[config.mk]
export PLATFORM = sky130hd
export DESIGN_NAME = fpadd_ctrl_flat
export DESIGN_NICKNAME = d
export VERILOG_FILES = /design/src/rtl/fpu_ctrl_pkg.sv /design/src/rtl/fpadd_ctrl_if.sv /design/src/rtl/rr_arbiter.sv /design/src/rtl/fpadd_ctrl.sv /design/src/flat_wrapper.sv
export SDC_FILE = /design/constraint.sdc
export NUM_CORES = 1
export LEC_CHECK = 0
export ABC_AREA = 1
export BUFFER_PORTS_ARGS = -buffer_cell sky130_fd_sc_hd__buf_2
export CAP_MARGIN = 5
export CORE_MARGIN = 5
export CORE_UTILIZATION = 40
export DETAILED_ROUTE_END_ITERATION = 10
export MAX_ROUTING_LAYER = met4
export PLACE_DENSITY = 0.68
export SLEW_MARGIN = 20
export SYNTH_ARGS = -nofsm -noshare
export SYNTH_HDL_FRONTEND = slang
export SYNTH_SLANG_ARGS = --single-unit
[constraint.sdc]
create_clock -name clk -period 2.9 [get_ports clk]
set_input_delay 0 -clock clk [delete_from_list [all_inputs] [get_ports clk]]
set_output_delay 0 -clock clk [all_outputs]
set_load 0.1 [all_outputs]
[src/rtl/fpu_ctrl_pkg.sv]
// Shared definitions for the FP add/sub/convert datapath controller.
//   state_t     : controller FSM states
//   OP_ADD/SUB  : op_type encodings of the two add-class operations
//   is_add_sub  : true for op_types that may take the special-result exit
package fpu_ctrl_pkg;

  typedef enum logic [1:0] {
    IDLE  = 2'd0,
    CLASS = 2'd1,
    EXEC  = 2'd2,
    RESP  = 2'd3
  } state_t;

  localparam logic [3:0] OP_ADD = 4'b0000;
  localparam logic [3:0] OP_SUB = 4'b0001;

  // Converts share the datapath but always run the full latency,
  // so only op[2:1] == 00 qualifies for the one-cycle special exit.
  function automatic logic is_add_sub(input logic [3:0] op);
    return (op[2:1] == 2'b00);
  endfunction

endpackage

[src/rtl/fpadd_ctrl_if.sv]
// Requester/consumer handshake bundle of fpadd_ctrl.
//   req_valid/req_ready : per-requester valid/ready, ready is one-hot or zero
//   req_op/req_tag      : packed per-requester op_type (4 bits) and tag
//   rsp_*               : single response channel with one-hot owner id
// master = requesters and response consumer, slave = the controller.
interface fpadd_ctrl_if #(
  parameter int NREQ = 2,
  parameter int TAGW = 4
);

  logic [NREQ-1:0]      req_valid;
  logic [NREQ-1:0]      req_ready;
  logic [4*NREQ-1:0]    req_op;
  logic [TAGW*NREQ-1:0] req_tag;
  logic                 rsp_valid;
  logic                 rsp_ready;
  logic [NREQ-1:0]      rsp_id;
  logic [TAGW-1:0]      rsp_tag;
  logic                 rsp_invalid;

  modport master (
    output req_valid, req_op, req_tag, rsp_ready,
    input  req_ready, rsp_valid, rsp_id, rsp_tag, rsp_invalid
  );

  modport slave (
    input  req_valid, req_op, req_tag, rsp_ready,
    output req_ready, rsp_valid, rsp_id, rsp_tag, rsp_invalid
  );

endinterface

[src/rtl/rr_arbiter.sv]
// Round-robin arbiter.
//   clk, reset_n : clock, synchronous active-low reset (pointer -> 0)
//   req          : request vector
//   adv          : a grant was taken this cycle; move pointer past grantee
//   grant        : one-hot (or zero) grant, combinational from req and pointer
module rr_arbiter #(
  parameter int NREQ = 2
) (
  input  logic            clk,
  input  logic            reset_n,
  input  logic [NREQ-1:0] req,
  input  logic            adv,
  output logic [NREQ-1:0] grant
);

  localparam int PW = (NREQ > 1) ? $clog2(NREQ) : 1;

  // ptr is the index with highest priority this cycle.
  logic [PW-1:0]   ptr;
  logic [PW-1:0]   ptr_nxt;
  logic [NREQ-1:0] hi_mask;
  logic [NREQ-1:0] req_hi;
  logic [NREQ-1:0] pick;

  // Prefer requests at or above the pointer; wrap to the lowest index
  // only when none exist there. Lowest set bit is isolated by x & -x.
  always_comb begin
    hi_mask = ~((NREQ'(1) << ptr) - NREQ'(1));
    req_hi  = req & hi_mask;
    pick    = (req_hi != '0) ? req_hi : req;
    grant   = pick & (~pick + NREQ'(1));
  end

  always_comb begin
    ptr_nxt = ptr;
    for (int i = 0; i < NREQ; i++) begin
      if (grant[i]) begin
        ptr_nxt = (i == NREQ - 1) ? '0 : PW'(i + 1);
      end
    end
  end

  always_ff @(posedge clk) begin
    if (!reset_n) begin
      ptr <= '0;
    end else if (adv) begin
      ptr <= ptr_nxt;
    end
  end

endmodule

[src/rtl/fpadd_ctrl.sv]
// Sequencer and round-robin arbiter for the shared multi-cycle FP
// add/sub/convert datapath.
//   clk, reset_n   : clock, synchronous active-low reset
//   bus            : requester/response handshake (fpadd_ctrl_if.slave)
//   dp_sel, dp_op  : registered operand mux select and op_type
//   dp_load        : capture operands (same cycle as the accept)
//   dp_adv         : advance datapath pipeline (every EXEC cycle)
//   dp_res_load    : capture result into output register
//   cls_special/cls_invalid : classifier flags, sampled in CLASS only
//   flush          : abort current operation, drop pending response
//   busy           : controller not idle
module fpadd_ctrl
  import fpu_ctrl_pkg::*;
#(
  parameter int NREQ = 2,
  parameter int LAT  = 3,
  parameter int TAGW = 4
) (
  input  logic            clk,
  input  logic            reset_n,
  fpadd_ctrl_if.slave     bus,
  output logic [NREQ-1:0] dp_sel,
  output logic [3:0]      dp_op,
  output logic            dp_load,
  output logic            dp_adv,
  output logic            dp_res_load,
  input  logic            cls_special,
  input  logic            cls_invalid,
  input  logic            flush,
  output logic            busy
);

  localparam int CW = (LAT > 1) ? $clog2(LAT) : 1;

  state_t          state;
  state_t          state_nxt;
  logic [CW-1:0]   cnt;
  logic [CW-1:0]   cnt_nxt;
  logic [NREQ-1:0] grant;
  logic            accept;
  logic            latch_cls;
  logic            adv_c;
  logic            res_c;
  logic [3:0]      sel_op;
  logic [TAGW-1:0] sel_tag;
  logic [TAGW-1:0] tag_q;
  logic            inv_q;

  // Pointer moves only when the grant is actually taken.
  rr_arbiter #(.NREQ(NREQ)) u_arb (
    .clk     (clk),
    .reset_n (reset_n),
    .req     (bus.req_valid),
    .adv     (accept),
    .grant   (grant)
  );

  always_comb begin
    sel_op  = '0;
    sel_tag = '0;
    for (int i = 0; i < NREQ; i++) begin
      if (grant[i]) begin
        sel_op  = sel_op  | bus.req_op[4*i +: 4];
        sel_tag = sel_tag | bus.req_tag[TAGW*i +: TAGW];
      end
    end
  end

  // Reset and flush both force IDLE and suppress every pulse, so a
  // requester never sees a ready that the state register will not honour.
  always_comb begin
    state_nxt = state;
    cnt_nxt   = cnt;
    accept    = 1'b0;
    latch_cls = 1'b0;
    adv_c     = 1'b0;
    res_c     = 1'b0;
    if (!reset_n || flush) begin
      state_nxt = IDLE;
      cnt_nxt   = '0;
    end else begin
      case (state)
        IDLE: begin
          if (|bus.req_valid) begin
            accept    = 1'b1;
            state_nxt = CLASS;
          end
        end
        CLASS: begin
          latch_cls = 1'b1;
          if (cls_special && is_add_sub(dp_op)) begin
            res_c     = 1'b1;
            state_nxt = RESP;
          end else begin
            cnt_nxt   = CW'(LAT - 1);
            state_nxt = EXEC;
          end
        end
        EXEC: begin
          adv_c = 1'b1;
          if (cnt == '0) begin
            res_c     = 1'b1;
            state_nxt = RESP;
          end else begin
            cnt_nxt = cnt - CW'(1);
          end
        end
        RESP: begin
          // Accepting the next request here gives back-to-back issue.
          if (bus.rsp_ready) begin
            if (|bus.req_valid) begin
              accept    = 1'b1;
              state_nxt = CLASS;
            end else begin
              state_nxt = IDLE;
            end
          end
        end
        default: state_nxt = IDLE;
      endcase
    end
  end

  always_ff @(posedge clk) begin
    if (!reset_n) begin
      state  <= IDLE;
      cnt    <= '0;
      dp_sel <= '0;
      dp_op  <= '0;
      tag_q  <= '0;
      inv_q  <= 1'b0;
    end else begin
      state <= state_nxt;
      cnt   <= cnt_nxt;
      if (accept) begin
        dp_sel <= grant;
        dp_op  <= sel_op;
        tag_q  <= sel_tag;
      end
      if (latch_cls) begin
        inv_q <= cls_invalid;
      end
    end
  end

  assign bus.req_ready   = accept ? grant : '0;
  assign dp_load         = accept;
  assign dp_adv          = adv_c;
  assign dp_res_load     = res_c;
  assign bus.rsp_valid   = (state == RESP);
  assign bus.rsp_id      = dp_sel;
  assign bus.rsp_tag     = tag_q;
  assign bus.rsp_invalid = inv_q;
  assign busy            = (state != IDLE);

endmodule
[src/flat_wrapper.sv]
// flat-port wrapper written by rule: the top's interface ports become plain ports
module fpadd_ctrl_flat import fpu_ctrl_pkg::*;
#(
  parameter int NREQ = 2,
  parameter int LAT  = 3,
  parameter int TAGW = 4
)
  (clk, reset_n, dp_sel, dp_op, dp_load, dp_adv, dp_res_load, cls_special, cls_invalid, flush, busy, bus_req_valid, bus_req_op, bus_req_tag, bus_rsp_ready, bus_req_ready, bus_rsp_valid, bus_rsp_id, bus_rsp_tag, bus_rsp_invalid);
  fpadd_ctrl_if #(.NREQ(NREQ), .TAGW(TAGW)) bus_i ();
  input  logic clk;
  input  logic reset_n;
  output logic [NREQ-1:0] dp_sel;
  output logic [3:0] dp_op;
  output logic dp_load;
  output logic dp_adv;
  output logic dp_res_load;
  input  logic cls_special;
  input  logic cls_invalid;
  input  logic flush;
  output logic busy;
  input wire logic [$bits(bus_i.req_valid)-1:0] bus_req_valid;
  input wire logic [$bits(bus_i.req_op)-1:0] bus_req_op;
  input wire logic [$bits(bus_i.req_tag)-1:0] bus_req_tag;
  input wire logic [$bits(bus_i.rsp_ready)-1:0] bus_rsp_ready;
  output wire logic [$bits(bus_i.req_ready)-1:0] bus_req_ready;
  output wire logic [$bits(bus_i.rsp_valid)-1:0] bus_rsp_valid;
  output wire logic [$bits(bus_i.rsp_id)-1:0] bus_rsp_id;
  output wire logic [$bits(bus_i.rsp_tag)-1:0] bus_rsp_tag;
  output wire logic [$bits(bus_i.rsp_invalid)-1:0] bus_rsp_invalid;
  assign bus_i.req_valid = bus_req_valid;
  assign bus_i.req_op = bus_req_op;
  assign bus_i.req_tag = bus_req_tag;
  assign bus_i.rsp_ready = bus_rsp_ready;
  assign bus_req_ready = bus_i.req_ready;
  assign bus_rsp_valid = bus_i.rsp_valid;
  assign bus_rsp_id = bus_i.rsp_id;
  assign bus_rsp_tag = bus_i.rsp_tag;
  assign bus_rsp_invalid = bus_i.rsp_invalid;
  fpadd_ctrl #(.NREQ(NREQ), .LAT(LAT), .TAGW(TAGW)) u_core (.clk(clk), .reset_n(reset_n), .bus(bus_i), .dp_sel(dp_sel), .dp_op(dp_op), .dp_load(dp_load), .dp_adv(dp_adv), .dp_res_load(dp_res_load), .cls_special(cls_special), .cls_invalid(cls_invalid), .flush(flush), .busy(busy));
endmodule
After elaboration in Yosys (flattened, before gate mapping) --
Cells that the tools add are included. W data, S select, Z words.
Operators by class: $add $sub $neg 3, multipliers 0, div/mod/pow operators 0, magnitude comparators 0, equal/unequal tests 8, shift operators 1, multiplexer cells 29, bitwise gates (word level) 7, reduce and logical (&&, ||, !) cells 15
Operators with widths (count):
- $mux W4 | 4
- $mux W1 | 14
- $mux W2 | 7
- $or A4 B4 Y4 | 2
- $pmux W2 S4 | 1
- $reduce_bool A2 Y1 | 4
- $logic_not A2 Y1 | 3
- $ne A2 B2 Y1 const B | 3
- $reduce_and A3 Y1 | 2
- $and A2 B2 Y2 | 2
- $eq A2 B2 Y1 const B | 2
- $ne A2 B1 Y1 const B | 2
- $not A2 Y2 | 2
- $pmux W1 S2 | 2
- $pmux W2 S2 | 1
- $reduce_or A2 Y1 | 2
- $add A2 B1 Y2 const B | 1
- $eq A2 B1 Y1 const B | 1
- $reduce_and A2 Y1 | 1
- $shl A1 B1 Y2 const A | 1
- $sub A2 B1 Y2 const B | 1
- $sub A2 B2 Y2 const B | 1
- $logic_and A1 B1 Y1 | 1
- $logic_not A1 Y1 | 1
- 2 further kinds | 2
Storage, ports and cells: bits in registers 16, latch bits 0, memory bits (writable) 0, ROM bits 0, input port bits 24, output and inout port bits 20, logic and storage cells 70, memories 0

Depth between registers and ports, before layout --
Gate-level depths: netlist of run 1.
depth after elaboration 12, gate-level depth with buffers 9, depth with buffers taken out 9

Cells and area by module --
Synthesis of run 1 repeated with hierarchy kept, for this count alone.
Second synthesis, totals: cells, all modules 145, area total of the unflattened synthesis 1022.2 um^2
By module, submodules not included:
- fpadd_ctrl | instances 1, cells an instance 135, area an instance 954.7 um^2, seq. area each 300.3 um^2
- rr_arbiter | instances 1, cells an instance 10, area an instance 67.6 um^2, seq. area each 20.0 um^2

Worst setup path before layout of run 1 --
No wires, ideal clock.
path type flip-flop to output port, from register u_core.dp_op[1], to output dp_res_load, arrival 3184 ps, data required time 2900 ps, path slack -284 ps, cell stages (with the launch flop) 4, path buffers 0, cells stage by stage dfxtp_1 nor2_1 nand2_1 a211oi_1
Between the ends: word-level cells in the longest chain between the ends 5
RTL lines:
- from (decl) | line fpadd_ctrl.sv:23 | output logic [3:0] dp_op,
- from (signal assigned) | line fpadd_ctrl.sv:137 | dp_op <= sel_op;
- $logic_not A2 Y1 | line fpu_ctrl_pkg.sv:20 | return (op[2:1] == 2'b00);
- $logic_and A1 B1 Y1 | line fpadd_ctrl.sv:91 | if (cls_special && is_add_sub(dp_op)) begin
- $mux W1 | line fpadd_ctrl.sv:91
- $pmux W1 S2 | line fpadd_ctrl.sv:82 | case (state)
- $mux W1 | line fpadd_ctrl.sv:78 | if (!reset_n || flush) begin
- to (decl) | line flat_wrapper.sv:16 | output logic dp_res_load;
No other way between the ends.

Worst setup path after layout of run 1 --
from register u_core.state[0], to output bus_req_ready[0]
Between the ends: word-level cells in the longest chain between the ends 4
RTL lines:
- from (decl) | line fpadd_ctrl.sv:35 | state_t state;
- from (signal assigned) | line fpadd_ctrl.sv:133 | state <= state_nxt;
- $eq A2 B2 Y1 / $logic_not A2 Y1 (equally long branches) | line fpadd_ctrl.sv:82
- $pmux W1 S2 (*) | line fpadd_ctrl.sv:82
- $mux W1 (*) | line fpadd_ctrl.sv:78
- $mux W2 (*) | line fpadd_ctrl.sv:146 | assign bus.req_ready = accept ? grant : '0;
- to (decl) | line flat_wrapper.sv:25 | output wire logic [$bits(bus_i.req_ready)-1:0] bus_req_ready;
Mark *: on every way between the ends. The rest lies on a longest branch, timed or not.

==> report_table.html, run 1 <==
<table>
<tr><th>Metric</th><th>Value</th></tr>
<tr><th colspan="2">Run status</th></tr>
<tr><td>Run status</td><td>finished, final reports clean</td></tr>
<tr><th colspan="2">Drt</th></tr>
<tr><td>Via count</td><td>1075</td></tr>
<tr><td>Pre-Repair DR Iteration Count</td><td>4</td></tr>
<tr><td>Post-route ant nets</td><td>0</td></tr>
<tr><td>Remaining routing DRC violations</td><td>0</td></tr>
<tr><td>1st-iter DRT viols</td><td>26</td></tr>
<tr><td>Vias per cell</td><td>4.80</td></tr>
<tr><td>WL/cell</td><td>11.3 microns</td></tr>
<tr><td>Detailed-route wire length</td><td>2540 microns</td></tr>
<tr><th colspan="2">CTS</th></tr>
<tr><td>Clock transition at the registers of the reported paths</td><td>0.09 ns</td></tr>
<tr><td>Clock latency on the worst-skew pair</td><td>0.28 ns</td></tr>
<tr><td>Number of buffers on the longest clock path</td><td>2</td></tr>
<tr><td>Maximum level of the CTS H-tree</td><td>1</td></tr>
<tr><td>Root buffer selected by CTS</td><td>sky130_fd_sc_hd__clkbuf_4</td></tr>
<tr><td>Total clock sinks</td><td>16</td></tr>
<tr><td>Clock tree from TritonCTS</td><td>built</td></tr>
<tr><td>Clock buffer count from CTS</td><td>3</td></tr>
<tr><th colspan="2">Synthesis</th></tr>
<tr><td>Post-synth EDFFs</td><td>0</td></tr>
<tr><td>Register bit count reported by yosys</td><td>16</td></tr>
<tr><td>Avg Inst Size Synth</td><td>6.74 sq um</td></tr>
<tr><td>Dominant synthesized flop cell</td><td>sky130_fd_sc_hd__dfxtp_1</td></tr>
<tr><td>Synth Cell Area</td><td>1020 sq um</td></tr>
<tr><td>Sequential-to-total area share from yosys stat</td><td>31.3%</td></tr>
<tr><td>Instance count of the mapped netlist</td><td>152</td></tr>
<tr><td>Count of cell types in the netlist</td><td>20</td></tr>
<tr><td>Share of flip-flops with an asynchronous set or reset after synthesis</td><td>0%</td></tr>
<tr><td>Count of yosys warnings during synthesis</td><td>0</td></tr>
<tr><td>Mapped Nets</td><td>182</td></tr>
<tr><td>Yosys top cell area share</td><td>31.3%</td></tr>
<tr><td>Largest area contributor in the synthesized netlist</td><td>sky130_fd_sc_hd__dfxtp_1</td></tr>
<tr><td>Largest cells by area after synthesis</td><td>sky130_fd_sc_hd__dfxtp_1, sky130_fd_sc_hd__nand2_1, sky130_fd_sc_hd__nand3_1</td></tr>
<tr><th colspan="2">Global route</th></tr>
<tr><td>Number of antenna violations at the first check in global routing</td><td>0</td></tr>
<tr><td>Global-route congestion overflow total</td><td>0</td></tr>
<tr><td>Combined global-route utilization of all metal layers</td><td>15.1%</td></tr>
<tr><td>Via count of the first global-routing pass</td><td>971</td></tr>
<tr><td>First-pass GRT wire length</td><td>4010 microns</td></tr>
<tr><td>Largest net degree at the start of global routing</td><td>13</td></tr>
<tr><th colspan="2">Run</th></tr>
<tr><td>Reported max-cap violation count</td><td>0</td></tr>
<tr><th colspan="2">STA</th></tr>
<tr><td>Transition time at the pin with the least slew margin</td><td>0.487 ns</td></tr>
<tr><td>Accumulated negative setup slack</td><td>0 ns</td></tr>
<tr><td>Final Cycle Share</td><td>78.0%</td></tr>
<tr><td>Relative slew margins</td><td>67.7%</td></tr>
<tr><td>Final worst path period need</td><td>2.26 ns</td></tr>
<tr><td>Setup violation total in the final timing report</td><td>0</td></tr>
<tr><td>Setup repair after global routing missed its margin</td><td>false</td></tr>
<tr><td>Total count of max-transition violations in the final report</td><td>0</td></tr>
<tr><td>Timing-limited maximum frequency</td><td>442 MHz</td></tr>
<tr><td>Number of failing hold endpoints at the final stage</td><td>0</td></tr>
<tr><td>Final clock skew</td><td>0.000858 ns</td></tr>
<tr><th colspan="2">Worst setup path</th></tr>
<tr><td>CP Launch Point</td><td>u_core.state[0]</td></tr>
<tr><td>Critical path class</td><td>reg -&gt; out</td></tr>
<tr><td>Worst reg-to-reg setup slack</td><td>1.19 ns</td></tr>
<tr><td>Endpoint arrival time on the critical path</td><td>2.26 ns</td></tr>
<tr><td>Cells on worst reg2reg path</td><td>7</td></tr>
<tr><td>Capture point of the worst reg-to-reg path</td><td>u_core.bus.rsp_id[0]</td></tr>
<tr><td>Source of the worst register-to-register timing path</td><td>u_core.state[0]</td></tr>
<tr><td>Type of element capturing the critical path</td><td>primary output</td></tr>
<tr><td>Largest fanout on the critical path</td><td>11</td></tr>
<tr><td>Type of element launching the critical path</td><td>flip-flop</td></tr>
<tr><td>Data required time at the worst endpoint</td><td>2.90 ns</td></tr>
<tr><th colspan="2">Placed design</th></tr>
<tr><td>Gpl congestion</td><td>0.815</td></tr>
<tr><td>Placed Instance Area</td><td>1230 sq um</td></tr>
<tr><td>Buffers added on ports</td><td>43</td></tr>
<tr><td>Post-Place Cells</td><td>218</td></tr>
<tr><td>HPWL Detailed</td><td>2010 microns</td></tr>
<tr><th colspan="2">Floorplan</th></tr>
<tr><td>Standard-cell rows</td><td>18</td></tr>
<tr><td>Die Span Y</td><td>60.6 microns</td></tr>
<tr><td>Die Outline Area</td><td>3670 sq um</td></tr>
<tr><td>Area of the core</td><td>2450 sq um</td></tr>
<tr><td>Initial core utilization</td><td>41.7%</td></tr>
<tr><td>Horizontal die dimension</td><td>60.6 microns</td></tr>
<tr><td>Ports placed on the boundary</td><td>44</td></tr>
<tr><th colspan="2">Cells and area</th></tr>
<tr><td>Non-filler cells, final</td><td>224</td></tr>
<tr><td>Post-route cell area</td><td>1280 sq um</td></tr>
<tr><td>Fraction of final layout cells with drive strength greater than 1</td><td>34.0%</td></tr>
<tr><td>Area overhead of the layout relative to synthesis</td><td>25.4%</td></tr>
<tr><td>Nets</td><td>225</td></tr>
<tr><td>Antenna fix cells</td><td>0</td></tr>
<tr><th colspan="2">Hold path</th></tr>
<tr><td>Worst hold endpoint</td><td>u_core.bus.rsp_invalid</td></tr>
<tr><td>Hold wc startpoint</td><td>reset_n</td></tr>
<tr><td>Number of instances on the worst hold path</td><td>5</td></tr>
<tr><td>Class of the most critical hold timing path</td><td>in -&gt; reg</td></tr>
<tr><th colspan="2">Power</th></tr>
<tr><td>VDD IR-drop max</td><td>0.277 mV</td></tr>
<tr><td>Total Power Consumption</td><td>587 uW</td></tr>
<tr><td>Leak</td><td>0.684 nW</td></tr>
<tr><td>Power per cell area</td><td>457 nW/um^2</td></tr>
</table>
## how the worst max path moves through the flow
stage,endpoint,slack [ns],depth (start not counted)
2_1_floorplan,bus_req_ready[1],0.37,8
3_3_place_gp,bus_req_ready[0],1.05,8
4_1_cts,bus_req_ready[0],0.64,8
6_report,bus_req_ready[0],0.64,8
3_5_place_dp,bus_req_ready[0],0.97,8
5_1_grt,bus_req_ready[0],0.47,8
## logic make-up (layout without fill, tap and decap cells)
logic type	after synthesis	in the layout	synth area share, %
and+or+nand+nor	87	87	37.5
buffers and inverters	27	69	12.6
AOI/OAI and AO/OA	16	16	11.4
DFF	16	16	31.3
adders and majority gates	6	6	7.33
## cell usage in the layout, fill, tap and decap left out, types with 3 or more instances in the layout
| cell type | count |
|---|---|
| sky130_fd_sc_hd__nand2_1 | 50 |
| sky130_fd_sc_hd__buf_2 | 43 |
| sky130_fd_sc_hd__nand3_1 | 19 |
| sky130_fd_sc_hd__inv_1 | 18 |
| sky130_fd_sc_hd__dfxtp_1 | 16 |
| sky130_fd_sc_hd__nor2_1 | 10 |
| sky130_fd_sc_hd__a21oi_2 | 9 |
| sky130_fd_sc_hd__ha_1 | 6 |
| sky130_fd_sc_hd__a21oi_1 | 5 |
| sky130_fd_sc_hd__nand2_2 | 3 |
| sky130_fd_sc_hd__clkbuf_4 | 3 |
## critical path, stage by stage (launching register included)
cell and delay, ns:
sky130_fd_sc_hd__dfxtp_1 0.39, sky130_fd_sc_hd__inv_1 0.11, sky130_fd_sc_hd__ha_1 0.37, sky130_fd_sc_hd__inv_1 0.12, sky130_fd_sc_hd__nand3_2 0.10, sky130_fd_sc_hd__nor2_4 0.26, sky130_fd_sc_hd__nand2_1 0.14, sky130_fd_sc_hd__inv_1 0.07
sky130_fd_sc_hd__buf_2 0.42
## synth_stat cells (2+ instances only)
master                    count
sky130_fd_sc_hd__nand2_1     50
sky130_fd_sc_hd__nand3_1     19
sky130_fd_sc_hd__inv_1       18
sky130_fd_sc_hd__dfxtp_1     16
sky130_fd_sc_hd__nor2_1      10
sky130_fd_sc_hd__a21oi_2      9
sky130_fd_sc_hd__ha_1         6
sky130_fd_sc_hd__a21oi_1      5
sky130_fd_sc_hd__buf_4        3
sky130_fd_sc_hd__nand2_2      3
sky130_fd_sc_hd__buf_6        2
sky130_fd_sc_hd__inv_2        2
sky130_fd_sc_hd__nor2_4       2
## power by group
part | switching, mW | internal (mW)
registers | 0.00610 | 0.229
clock network | 0.0695 | 0.0764
logic | 0.157 | 0.0486
total | 0.232 | 0.355
## stage by stage
| step | util (%) | hold WS [ns] | setup WS, ns |
|---|---|---|---|
| floorplan | - | 0.130 | 0.369 |
| global placement | 50.1 | 0.220 | 1.05 |
| detailed placement | 50.1 | 0.225 | 0.969 |
| CTS | 52.3 | 0.0270 | 0.642 |
| global route | 52.3 | 0.0639 | 0.474 |
| finish | 52.3 | 0.0481 | 0.639 |
## state kept, by name, indices dropped and copies added (netlist names)
register	count
u_core.bus.rsp_id	2
u_core.bus.rsp_invalid	1
u_core.u_arb.ptr	1
u_core.cnt	2
u_core.dp_op	4
u_core.bus.rsp_tag	4
u_core.state	2
## per-layer routing
layer | track usage (%) | vias to the layer above | wire length, microns
met3 | 4.47 | 2 | 132
met5 | - | - | 0
met2 | 26.3 | 28 | 1330
li1 | - | 558 | -
met1 | 16.1 | 487 | 1050
met4 | 5.57 | 0 | 28
## final cells by class
cell class	count	area, sq um
multi-input cells	109	581
fillers	259	1170
repair buffers	45	235
flip-flops and latches	16	320
inverters	20	75.1
clock buffers	4	36.3
well taps	30	37.5
## what timing repair did
item / 4_1_cts / 5_1_grt
gates resized for setup: 0 / 0
endpoints found under the hold margin: 2 / 0
buffers inserted: 0 / 0
hold buffers: 2 / 0
No activity file was read; power rests on OpenSTA's default activity.
==> run 2: changes to the inputs <==
PLACE_DENSITY = 0.71   (was 0.68)
clock period = 2 ns   (was 2.9 ns; I/O delays follow)
==> report_table.html, run 2 (same netlist as run 1, synthesis figures left out) <==
<table>
<tr><th>Metric</th><th>Value</th></tr>
<tr><th colspan="2">Power</th></tr>
<tr><td>Power per cell area</td><td>654 nW/um^2 (+43%)</td></tr>
<tr><td>Sequential share of power</td><td>38.3% (-1.8 points)</td></tr>
<tr><td>VDD IR-drop max</td><td>0.368 mV (+33%)</td></tr>
<tr><td>Switching part of the total</td><td>40.6% (+1.0 points)</td></tr>
<tr><td>Logic pwr share</td><td>35.8% (+0.8 points)</td></tr>
<tr><td>Leak</td><td>0.666 nW (-2.7%)</td></tr>
<tr><td>Switching component of the power</td><td>362 uW (+56%)</td></tr>
<tr><td>Internal power</td><td>530 uW (+50%)</td></tr>
<tr><td>Share of total power in the clock network</td><td>25.8% (+0.9 points)</td></tr>
<tr><th colspan="2">STA</th></tr>
<tr><td>Timing-limited maximum frequency</td><td>546 MHz</td></tr>
<tr><td>Accumulated negative setup slack</td><td>0 ns (unchanged)</td></tr>
<tr><td>Relative slew margins</td><td>67.4% (-0.33 points)</td></tr>
<tr><td>Final Cycle Share</td><td>91.6%</td></tr>
<tr><td>Setup repair after global routing missed its margin</td><td>false</td></tr>
<tr><td>Setup violation total in the final timing report</td><td>0 (unchanged)</td></tr>
<tr><td>Number of failing hold endpoints at the final stage</td><td>0 (unchanged)</td></tr>
<tr><td>Final clock skew</td><td>0.00452 ns (+0.00366 ns)</td></tr>
<tr><td>Post-Route Hold Slack</td><td>0.0184 ns (-0.0296 ns)</td></tr>
<tr><td>Transition time at the pin with the least slew margin</td><td>0.492 ns (+0.00499 ns)</td></tr>
<tr><td>Total count of max-transition violations in the final report</td><td>0 (unchanged)</td></tr>
<tr><td>Final worst path period need</td><td>1.83 ns</td></tr>
<tr><th colspan="2">Global route</th></tr>
<tr><td>Via count of the first global-routing pass</td><td>1016 (+4.6%)</td></tr>
<tr><td>First-pass GRT wire length</td><td>4160 microns (+3.8%)</td></tr>
<tr><td>Largest net degree at the start of global routing</td><td>13 (unchanged)</td></tr>
<tr><td>Number of antenna violations at the first check in global routing</td><td>0 (unchanged)</td></tr>
<tr><td>Global-route congestion overflow total</td><td>0 (unchanged)</td></tr>
<tr><td>Combined global-route utilization of all metal layers</td><td>16.0% (+0.90 points)</td></tr>
<tr><th colspan="2">Drt</th></tr>
<tr><td>Post-route ant nets</td><td>0 (unchanged)</td></tr>
<tr><td>Vias per cell</td><td>4.68 (-2.6%)</td></tr>
<tr><td>Detailed-route wire length</td><td>2580 microns (+1.8%)</td></tr>
<tr><td>Via count</td><td>1052 (-2.1%)</td></tr>
<tr><td>Remaining routing DRC violations</td><td>0 (unchanged)</td></tr>
<tr><td>WL/cell</td><td>11.5 microns (+1.4%)</td></tr>
<tr><td>Pre-Repair DR Iteration Count</td><td>4 (unchanged)</td></tr>
<tr><td>1st-iter DRT viols</td><td>19 (-27%)</td></tr>
<tr><th colspan="2">Worst setup path</th></tr>
<tr><td>Data required time at the worst endpoint</td><td>2.00 ns (-0.90 ns)</td></tr>
<tr><td>Largest fanout on the critical path</td><td>5 (-6)</td></tr>
<tr><td>Slowest library cell on the worst path</td><td>sky130_fd_sc_hd__dfxtp_1</td></tr>
<tr><td>Number of buffers and inverters on the critical path</td><td>4 (unchanged)</td></tr>
<tr><td>Type of element capturing the critical path</td><td>primary output</td></tr>
<tr><td>Critical path class</td><td>reg -&gt; out</td></tr>
<tr><td>Type of element launching the critical path</td><td>flip-flop</td></tr>
<tr><td>CP peak stage delay</td><td>0.40 ns (-0.02 ns)</td></tr>
<tr><td>Cells along the critical path</td><td>inv_2 &gt; ha_4 &gt; inv_1 &gt; nand3_2 &gt; nor2_4 &gt; nand2_1 &gt; clkinvlp_4 &gt; buf_12</td></tr>
<tr><td>Family with the most delay on the worst path</td><td>buffers and inverters</td></tr>
<tr><td>Endpoint arrival time on the critical path</td><td>1.83 ns (-0.43 ns)</td></tr>
<tr><th colspan="2">Cells and area</th></tr>
<tr><td>Antenna fix cells</td><td>0 (unchanged)</td></tr>
<tr><td>Fin util</td><td>55.6% (+3.3 points)</td></tr>
<tr><td>Post-route cell area</td><td>1370 sq um (+6.2%)</td></tr>
<tr><td>Non-filler cells, final</td><td>225 (+0.45%)</td></tr>
<tr><td>Area overhead of the layout relative to synthesis</td><td>33.2%</td></tr>
<tr><td>Fraction of final layout cells with drive strength greater than 1</td><td>39.0% (+5.0 points)</td></tr>
<tr><td>Most common library cell in the layout ignoring fill and taps</td><td>sky130_fd_sc_hd__nand2_1</td></tr>
<tr><td>Leading cell types in the layout, fill and taps excluded</td><td>sky130_fd_sc_hd__nand2_1, sky130_fd_sc_hd__buf_2, sky130_fd_sc_hd__nand3_1</td></tr>
<tr><td>Nets</td><td>226 (+0.44%)</td></tr>
<tr><th colspan="2">CTS</th></tr>
<tr><td>Clock transition at the registers of the reported paths</td><td>0.10 ns (about the same)</td></tr>
<tr><td>Clock buffer count from CTS</td><td>3 (unchanged)</td></tr>
<tr><td>Clock latency on the worst-skew pair</td><td>0.31 ns (+0.03 ns)</td></tr>
<tr><td>Total clock sinks</td><td>16 (unchanged)</td></tr>
<tr><td>Root buffer selected by CTS</td><td>sky130_fd_sc_hd__clkbuf_4</td></tr>
<tr><td>Clock tree from TritonCTS</td><td>built</td></tr>
<tr><td>Maximum level of the CTS H-tree</td><td>1 (unchanged)</td></tr>
<tr><td>Number of buffers on the longest clock path</td><td>2 (unchanged)</td></tr>
<tr><th colspan="2">Placed design</th></tr>
<tr><td>HPWL Detailed</td><td>2010 microns (about the same)</td></tr>
<tr><td>Post-Place Cells</td><td>218 (unchanged)</td></tr>
<tr><td>Placed Instance Area</td><td>1290 sq um (+5.4%)</td></tr>
<tr><td>Buffers added on ports</td><td>43 (unchanged)</td></tr>
<tr><td>Gpl congestion</td><td>0.807 (-0.92%)</td></tr>
<tr><th colspan="2">Hold path</th></tr>
<tr><td>Class of the most critical hold timing path</td><td>in -&gt; reg</td></tr>
<tr><th colspan="2">Floorplan</th></tr>
<tr><td>Horizontal die dimension</td><td>60.6 microns (unchanged)</td></tr>
<tr><td>Area of the core</td><td>2450 sq um (unchanged)</td></tr>
<tr><td>Standard-cell rows</td><td>18 (unchanged)</td></tr>
<tr><td>Die Outline Area</td><td>3670 sq um (unchanged)</td></tr>
<tr><td>Die Span Y</td><td>60.6 microns (unchanged)</td></tr>
<tr><td>Ports placed on the boundary</td><td>44 (unchanged)</td></tr>
<tr><td>Initial core utilization</td><td>41.7% (unchanged)</td></tr>
<tr><th colspan="2">Run status</th></tr>
<tr><td>Run status</td><td>finished, final reports clean</td></tr>
<tr><th colspan="2">Run</th></tr>
<tr><td>Reported max-cap violation count</td><td>0 (unchanged)</td></tr>
</table>
[run 2: routing by layer]
metal / GRT usage (%) / wire [microns]
met3: 3.19 / 137
met1: 16.6 / 1060
met4: 11.5 / 77
met2: 26.7 / 1310
met5: - / 0
[run 2: tightest hold or removal path, delay by kind of cell]
family                 cells  cell delay (ns)
buffers and inverters      2             0.14
AOI/OAI and AO/OA          1             0.06
and+or+nand+nor            2             0.10
[run 2: layout make-up]
| cell class | instances | area, sq um |
|---|---|---|
| fillers | 260 | 1090 |
| multi-input cells | 109 | 606 |
| flip-flops and latches | 16 | 322 |
| repair buffers | 46 | 278 |
| inverters | 20 | 86.3 |
| well taps | 30 | 37.5 |
| clock buffers | 4 | 36.3 |
[run 2: what timing repair did]
item                                    4_1_cts  5_1_grt
endpoints found under the setup margin        2        2
endpoints found under the hold margin         4        0
buffers inserted                              1        0
pin swaps                                     1        0
hold buffers                                  2        0
gates resized for setup                       1        2
[run 2: final timing paths]
| kind | startpoint | to | slack, ns | depth (start not counted) |
|---|---|---|---|---|
| max | u_core.state[0] | bus_req_ready[0] | 0.17 | 8 |
| min | reset_n | u_core.bus.rsp_invalid | 0.02 | 5 |
| min reg2reg | u_core.bus.rsp_id[0] | u_core.bus.rsp_id[0] | 0.48 | 2 |
| max reg2reg | u_core.state[0] | u_core.dp_op[0] | 0.45 | 8 |
[run 2: per-stage QoR]
stage | setup WS, ns | total power, mW
finish | 0.168 | 0.892
global route | 0.0357 | 0.942
CTS | 0.0665 | 0.902
detailed placement | 0.296 | 0.664
global placement | 0.353 | 0.658
floorplan | 0.00675 | 0.607
[run 2: power groups by stage]
stage / logic, mW / registers [mW] / clock network [mW]
after CTS: 0.321 / 0.342 / 0.239
final: 0.320 / 0.342 / 0.231
after detailed placement: 0.314 / 0.350 / 0
after global placement: 0.310 / 0.348 / 0
after global routing: 0.344 / 0.344 / 0.254
after floorplan: 0.195 / 0.412 / 0
